[src/rtl/syn_lifo_pkg.sv]
// Shared defaults and push/pop operation encoding
// for the synchronous LIFO.
package syn_lifo_pkg;

  localparam int DATA_WIDTH = 8;
  localparam int DEPTH      = 8;

  // Encoding matches the {push, pop} request pair.
  typedef enum logic [1:0] {
    OP_IDLE = 2'b00,
    OP_POP  = 2'b01,
    OP_PUSH = 2'b10,
    OP_REPL = 2'b11
  } op_e;

  function automatic op_e decode_op(
    input logic push,
    input logic pop
  );
    return op_e'({push, pop});
  endfunction

endpackage

[src/rtl/lifo_ram.sv]
// LIFO storage: one synchronous write port,
// one asynchronous read port, contents never reset.
module lifo_ram #(
  parameter int W  = 8,
  parameter int D  = 8,
  parameter int AW = 3
) (
  input  logic          clk,
  input  logic          we,
  input  logic [AW-1:0] waddr,
  input  logic [W-1:0]  wdata,
  input  logic [AW-1:0] raddr,
  output logic [W-1:0]  rdata
);

  logic [W-1:0] mem [D];

  always_ff @(posedge clk) begin
    if (we) begin
      mem[waddr] <= wdata;
    end
  end

  assign rdata = mem[raddr];

endmodule

[src/rtl/syn_lifo_ext.sv]
// Synchronous LIFO with registered pop data, replace/bypass,
// threshold flags and sticky overflow/underflow.
module syn_lifo_ext
  import syn_lifo_pkg::*;
#(
  parameter int data_width = DATA_WIDTH,
  parameter int depth      = DEPTH,
  parameter int af_level   = depth - 1,
  parameter int ae_level   = 1,
  localparam int CW        = $clog2(depth + 1)
) (
  input  logic                  clk,
  input  logic                  clr,
  input  logic                  push,
  input  logic                  pop,
  input  logic [data_width-1:0] data_in,
  input  logic                  err_clr,
  output logic [data_width-1:0] data_out,
  output logic                  data_valid,
  output logic [data_width-1:0] top,
  output logic [CW-1:0]         count,
  output logic                  full,
  output logic                  empty,
  output logic                  almost_full,
  output logic                  almost_empty,
  output logic                  overflow,
  output logic                  underflow
);

  localparam int AW = (depth > 1) ? $clog2(depth) : 1;
  localparam logic [CW-1:0] FULL_CNT = CW'(depth);
  localparam logic [CW-1:0] AF_CNT   = CW'(af_level);
  localparam logic [CW-1:0] AE_CNT   = CW'(ae_level);

  logic [CW-1:0]         count_q, count_d;
  logic [data_width-1:0] dout_q, dout_d;
  logic                  dv_q, dv_d;
  logic                  ovf_q, ovf_d;
  logic                  unf_q, unf_d;

  logic                  we;
  logic [AW-1:0]         waddr;
  logic [AW-1:0]         raddr;
  logic [data_width-1:0] rdata;
  logic [CW-1:0]         cnt_m1;
  logic                  ovf_set;
  logic                  unf_set;
  op_e                   op;

  assign op     = decode_op(push, pop);
  assign cnt_m1 = count_q - CW'(1);

  assign full         = (count_q == FULL_CNT);
  assign empty        = (count_q == '0);
  assign almost_full  = (count_q >= AF_CNT);
  assign almost_empty = (count_q <= AE_CNT);

  // Clamp so an empty stack never reads past the array.
  assign raddr = empty ? '0 : cnt_m1[AW-1:0];
  assign top   = empty ? '0 : rdata;

  lifo_ram #(
    .W  (data_width),
    .D  (depth),
    .AW (AW)
  ) u_ram (
    .clk   (clk),
    .we    (we),
    .waddr (waddr),
    .wdata (data_in),
    .raddr (raddr),
    .rdata (rdata)
  );

  always_comb begin
    count_d = count_q;
    dout_d  = dout_q;
    dv_d    = 1'b0;
    we      = 1'b0;
    waddr   = raddr;
    ovf_set = 1'b0;
    unf_set = 1'b0;
    unique case (op)
      OP_PUSH: begin
        if (full) begin
          ovf_set = 1'b1;
        end else begin
          we      = 1'b1;
          waddr   = count_q[AW-1:0];
          count_d = count_q + CW'(1);
        end
      end
      OP_POP: begin
        if (empty) begin
          unf_set = 1'b1;
        end else begin
          dout_d  = rdata;
          dv_d    = 1'b1;
          count_d = cnt_m1;
        end
      end
      OP_REPL: begin
        // Empty replace is a straight bypass of data_in.
        dv_d = 1'b1;
        if (empty) begin
          dout_d = data_in;
        end else begin
          dout_d = rdata;
          we     = 1'b1;
        end
      end
      default: begin
      end
    endcase
    ovf_d = ovf_set | (ovf_q & ~err_clr);
    unf_d = unf_set | (unf_q & ~err_clr);
  end

  always_ff @(posedge clk or posedge clr) begin
    if (clr) begin
      count_q <= '0;
      dout_q  <= '0;
      dv_q    <= 1'b0;
      ovf_q   <= 1'b0;
      unf_q   <= 1'b0;
    end else begin
      count_q <= count_d;
      dout_q  <= dout_d;
      dv_q    <= dv_d;
      ovf_q   <= ovf_d;
      unf_q   <= unf_d;
    end
  end

  assign count      = count_q;
  assign data_out   = dout_q;
  assign data_valid = dv_q;
  assign overflow   = ovf_q;
  assign underflow  = unf_q;

endmodule

[config.mk]
export PLATFORM = sky130hd
export DESIGN_NAME = syn_lifo_ext
export DESIGN_NICKNAME = d
export VERILOG_FILES = /design/src/rtl/syn_lifo_pkg.sv /design/src/rtl/lifo_ram.sv /design/src/rtl/syn_lifo_ext.sv
export SDC_FILE = /design/constraint.sdc
export NUM_CORES = 1
export LEC_CHECK = 0
export BUFFER_PORTS_ARGS = -buffer_cell sky130_fd_sc_hd__buf_2
export CORE_UTILIZATION = 63
export CTS_CLUSTER_SIZE = 14
export DETAILED_ROUTE_END_ITERATION = 16
export GPL_ROUTABILITY_DRIVEN = 0
export HOLD_SLACK_MARGIN = 0.15
export PLACE_DENSITY = 0.84
export SETUP_SLACK_MARGIN = 0.15
export SKIP_LAST_GASP = 1
export SYNTH_ARGS = -nofsm -noshare
export SYNTH_HDL_FRONTEND = slang
export SYNTH_SLANG_ARGS = --single-unit
[constraint.sdc]
create_clock -name clk -period 4.3 [get_ports clk]
set_input_delay 0 -clock clk [delete_from_list [all_inputs] [get_ports clk]]
set_output_delay 0 -clock clk [all_outputs]
set_load 0.1 [all_outputs]
==> results of run 1 <==
-- through the flow --
step,hold slack [ns],utilization (%),setup WS (ns),area (um^2),cells
4_1_cts,0.247,75.5,0.950,4280,432
3_3_place_gp,0.0752,69.6,1.45,3950,402
2_1_floorplan,-0.0985,-,0.371,3800,313
6_report,0.235,75.5,0.878,4280,432
5_1_grt,0.296,75.5,0.764,4280,432
3_5_place_dp,0.0797,69.6,1.37,3950,402
-- Yosys cell counts (4+ instances only) --
master     n
nor3_1     9
nand2b_1  10
inv_1      9
nor2_1    32
a22oi_1    7
edfxtp_1  64
o21ai_0   13
o21ai_2    8
a21oi_1    5
clkbuf_1   4
o22ai_1    5
mux2i_1   17
nand3_1    5
dfrtp_1   15
buf_6      7
o22ai_2    6
a211oi_1   7
buf_2      9
and3_4     4
a22o_2     7
nand2_1   34
-- metal layers --
metal / global-route usage, % / part of all wire (%) / routed length [um] / up-vias
li1: - / - / - / 1226
met1: 34.6 / 38 / 3180 / 1293
met2: 50.0 / 53 / 4430 / 147
met3: 3.89 / 5.9 / 496 / 32
met4: 16.7 / 3.7 / 313 / 0
met5: 0 / 0 / 0 / -
-- state kept, by name (all words and copies together), names as in the netlist --
name	flops
count	4
overflow	1
u_ram.mem	64
data_out	8
data_valid	1
underflow	1
-- cell families after synthesis --
logic type	count (synthesis)
compound gates	70
xor+xnor	1
fa+ha+maj	3
buf+inv	34
flops	79
mux	17
simple gates	109
-- layout make-up --
cell class,instances,area share (%)
clock buffer,12,3.39
timing repair buffer,55,8.88
inverter,10,0.993
sequential,79,53.6
tap,72,2.10
multi-input combinational,200,29.9
clock inverter,4,1.08
-- worst min-delay path by stage --
stage	start	to	depth (start not counted)
floorplan	clr	count[0]	1
global placement	clr	data_valid	2
detailed placement	clr	data_out[2]	2
CTS	clr	data_out[2]	3
global route	clr	data_out[1]	3
finish	clr	data_out[2]	3
-- placed cells by master, fill, tap and decap left out, types with 2 or more instances in the layout --
cell           instances
o21ai_1                3
buf_4                  2
a22o_2                 7
a21oi_1                5
nor2_1                32
inv_1                  9
nand2b_1              10
o21ai_0               13
dlygate4sd3_1         14
o22ai_1                5
dfrtp_1               15
a21o_1                 2
mux2i_1               17
buf_12                 2
nand3_1                5
and3_1                 3
edfxtp_1              64
o21ai_2                8
nand2_1               34
ha_1                   3
a211oi_1               7
and3_4                 4
a22oi_1                7
nor3_1                 9
nand3b_1               3
clkbuf_1               2
nand4_1                3
clkbuf_8              10
buf_2                 37
o22ai_2                6
-- critical path, delay by kind of cell, from the launching register on --
family / cells / cell delay, ns
fa+ha+maj: 1 / 0.32
compound gates: 2 / 0.40
flops: 1 / 0.54
buf+inv: 3 / 0.86
simple gates: 3 / 0.92
==> results.yml, run 1 <==
final_layout:
  register_area_um2: 2300
  fillers: 377
  area_delta_synth_final_pct: 12.7
  n_antenna_cell: 0
  drive_above_1_share_pct: 23.6
  multiInputGateArea_um2: 1280
  final_nets: 371
clock_tree:
  numClockSinks: 79
  htreeDepth: 3
  cts_buffers: 9
  ctsLongestPathBuffers: 2
  tritoncts: "built"
  cts_setup_buffers: 0
  cts_resized: 0
  cts_root_buffer: "clkbuf_8"
  cts_hold_buf: 14
  cts.clk_slew.worst_paths_ns: 0.08
  clk_latency_ns: 0.36
global_route:
  overflow: 0
  grt_max_degree: 49
  grt_pass1_vias: 2647
  grt_usage_pct: 28.9
  grt_pass1_wl_um: 13100
  antenna_found_initial: 0
yosys:
  yosys-top-cells-area: "edfxtp_1 (51%), dfrtp_1 (9.9%), mux2i_1 (4.5%), nand2_1 (3.4%), nor2_1 (3.2%)"
  synth_xor_area_share_pct: 0.230
  synth_mux_area_share_pct: 4.48
  async_flop_share_pct: 19.0
  synth.ff_latch_count: 79
  synth_area_um2: 3800
  synth_compound_area_share_pct: 13.9
  ys_types: 46
  synth_top_flop_cell: "edfxtp_1"
  avgSynthCellArea_um2: 12.1
  yosysSeqAreaShare_pct: 60.4
  synth_nets: 329
  synth_cells: 313
  synth_top_family_by_area: "simple AND/OR/NAND/NOR gates"
  synth_top_cell_area_share_pct: 50.5
  synth-simple-area-share_pct: 14.1
  ys_warn_count: 0
  synth_edf_count: 64
  yosys.area.top_type: "edfxtp_1"
  synthAdderAreaFrac_pct: 0.987
floorplan:
  die_y_um: 79.7
  dieArea_um2: 6350
  rows: 27
  core_area_um2: 5680
  io-pin-count: 40
  initial_core_util_pct: 67.0
  die_w_um: 79.7
drt:
  avgRoutedWirePerCell_um: 19.5
  drt_iter0_drc: 269
  drc: 0
  vias: 2698
  detail-route-antenna-nets: 0
  viasPerCell: 6.25
  drt_pass1_iterations: 5
  totalWireLength_um: 8420
critical_path:
  rrSetupSlack_ns: 1.38
  r2r_start: "count[1]"
  critical_path.endpoint_type: "output port"
  critPathCapture: "top[5]"
  slowest_delay_ns: 0.54
  worstSetupPathType: "reg -> out"
  cp_max_fo: 39
  arrival_ns: 3.42
  cp_data_required_time_ns: 4.30
  crit_path_start_kind: "flip-flop"
  r2r_cells: 7
  rr_endpoint: "u_ram.mem[0][2]"
  cp-startpoint: "count[1]"
  slowest_stage: "dfrtp_1"
  crit_chain: "inv_1, ha_1, or3b_4, clkinv_4, nor3_1, a211oi_1, a22o_2, nor2_1, buf_2"
timing:
  setup_violations: 0
  tightestPinTransition_ns: 1.29
  slew_headroom_pct: 13.2
  drv_slew: 0
  fmax_mhz: 292
  rsz0062_at_grt: "false"
  finalHoldViolations: 0
  period_minus_slack_ns: 3.42
  tns_ns: 0
  finClkSkew_ns: 0.0105
  timing.final.crit_share_pct: 79.6
place:
  dp_hpwl_um: 5300
  numPortBuffers: 39
status:
  status: "finished, final reports clean"
min_path:
  hold_path_class: "in -> async"
job:
  cap_violations: 0
Power of run 1 is left out: the tool's default activity adds up to more than one toggle a clock period on the data nets, which glitch-free logic cannot reach.
==> run 2, diff against run 1 <==
--- a/config.mk
+++ b/config.mk
@@ -6,12 +6,12 @@
 export NUM_CORES = 1
 export LEC_CHECK = 0
 export BUFFER_PORTS_ARGS = -buffer_cell sky130_fd_sc_hd__buf_2
-export CORE_UTILIZATION = 63
+export CORE_UTILIZATION = 53
 export CTS_CLUSTER_SIZE = 14
 export DETAILED_ROUTE_END_ITERATION = 16
 export GPL_ROUTABILITY_DRIVEN = 0
 export HOLD_SLACK_MARGIN = 0.15
-export PLACE_DENSITY = 0.84
+export PLACE_DENSITY = 0.75
 export SETUP_SLACK_MARGIN = 0.15
 export SKIP_LAST_GASP = 1
 export SYNTH_ARGS = -nofsm -noshare
==> constraint.sdc (replaced) <==
create_clock -name clk -period 2.82 [get_ports clk]
set_input_delay 0 -clock clk [delete_from_list [all_inputs] [get_ports clk]]
set_output_delay 0 -clock clk [all_outputs]
set_load 0.1 [all_outputs]
==> run 2 against run 1 <==
  * Worst hold slack worse by 0.032 ns
  * Clock skew down 0.0017 ns
  * Largest cell class unchanged
  * Clock-buffer cell count unchanged
  * Design area up 7.0%
  * Die area up 18%
  * Worst setup slack worse by 0.65 ns
  * Via count up 1.1%
  * Wire length up 1.8%
==> results.yml, run 2 (synthesis gave the netlist of run 1 again) <==
critical_path:
  critical_path.endpoint_type: "output port"
  crit_chain: "inv_2, ha_4, or3b_4, clkinv_8, nor3_1, a211oi_1, a22o_2, nor2_4, buf_12"
  path_buf_inv: 3
  slowest_stage: "dfrtp_4"
  critPathTopFamily: "simple AND/OR/NAND/NOR gates"
  cp_max_fo: 20
  cp_data_required_time_ns: 2.82
  slowest_delay_ns: 0.53
  r2r_start: "count[1]"
  crit_path_start_kind: "flip-flop"
  worstSetupPathType: "reg -> out"
  cp-startpoint: "count[1]"
  arrival_ns: 2.60
floorplan:
  die_y_um: 86.7
  rows: 30
  initial_core_util_pct: 55.4
  dieArea_um2: 7520
  io-pin-count: 40
  die_w_um: 86.7
  core_area_um2: 6870
global_route:
  grt_usage_pct: 24.4
  overflow: 0
  grt_max_degree: 48
  antenna_found_initial: 0
  grt_pass1_vias: 2550
  grt_pass1_wl_um: 13300
min_path:
  hp-start: "push"
  hold_path_class: "in -> reg"
drt:
  detail-route-antenna-nets: 0
  viasPerCell: 5.86
  avgRoutedWirePerCell_um: 18.4
  drt_iter0_drc: 210
  drt_pass1_iterations: 4
  drc: 0
  vias: 2727
  totalWireLength_um: 8570
timing:
  period_minus_slack_ns: 2.60
  setup_violations: 0
  rsz0062_at_grt: "false"
  fmax_mhz: 385
  slew_headroom_pct: 54.4
  drv_slew: 0
  finalHoldViolations: 0
  finClkSkew_ns: 0.00879
  tns_ns: 0
  tightestPinTransition_ns: 0.682
  timing.final.crit_share_pct: 92.1
status:
  status: "finished, final reports clean"
final_layout:
  largest_reg_flops: 64
  final_common_cell: "edfxtp_1"
  final_cell_mix: "edfxtp_1 (64), nand2_1 (34), buf_2 (31)"
  drive_above_1_share_pct: 31.7
  top_register: "u_ram.mem"
  area_delta_synth_final_pct: 20.5
  n_antenna_cell: 0
  final_nets: 380
clock_tree:
  cts_root_buffer: "clkbuf_8"
  ctsLongestPathBuffers: 2
  cts.clk_slew.worst_paths_ns: 0.07
  clk_latency_ns: 0.34
  cts_buffers: 9
  htreeDepth: 3
  tritoncts: "built"
  numClockSinks: 79
place:
  numPortBuffers: 39
  dp_hpwl_um: 5490
job:
  cap_violations: 0
[run 2: cell count changes in the layout (fill, tap and decap cells not counted), moves of 6 or more]
cell    before  now
buf_4        2    8
nor2_4       0    8
buf_12       2    8
nor2_2       0    6
buf_2       37   31
nor2_1      32   18
[run 2: final timing paths]
path | to | slack (ns) | cells past startpoint
hold / removal | count[1] | 0.20 | 4
max in group asynchronous | count[1] | 2.12 | 3
hold reg to reg | data_out[6] | 0.52 | 2
min in group asynchronous | data_out[7] | 0.27 | 3
setup reg to reg | u_ram.mem[4][3] | 0.31 | 7
setup / recovery | top[7] | 0.22 | 9
[run 2: final cells by class]
type                            instances  area (um^2)
Sequential cell                        79         2300
Fill cell                             489         2290
Multi-Input combinational cell        201         1400
Timing Repair Buffer                   62          526
Clock buffer                           12          145
Tap cell                               96          120
Inverter                               10         50.0
Clock inverter                          4         23.8
Timing Repair inverter                  1         16.3
[run 2: metal layers]
metal  global-route usage (%)  wire length [um]  vias to the layer above
li1                         -                 -                     1253
met1                     32.4              3610                     1343
met2                     40.6              4330                      109
met3                     3.24               423                       22
met4                     10.2               206                        0
met5                        0                 0                        -
[run 2: repair_timing]
item	CTS	global route
setup buffers	1	3
setup endpoints to repair	7	72
pin swaps	0	2
gates resized for setup	3	5
hold buffers	15	0
gates cloned	1	1
endpoints found under the hold margin	91	0
[run 2: metrics by stage]
step                      cell area [um^2]  worst slack, ns  cells  hold WS (ns)  utilization (%)
after detailed placement              4190            0.197    428        0.0816             61.0
after global routing                  4580            0.160    465         0.242             66.7
after global placement                4190            0.298    428        0.0761             61.0
final                                 4580            0.223    465         0.204             66.7
after CTS                             4540            0.122    461         0.162             66.1
after floorplan                       3920            0.160    313       -0.0985                -
[run 2: worst reg2reg max path: stages, from the launching register on]
cell     delay, ns
dfrtp_4       0.47
inv_2         0.08
ha_4          0.20
or3b_4        0.38
nand2_4       0.18
nor2_1        0.17
o21ai_2       0.13
nor2_1        0.55
Power of run 2 is left out for the same reason.
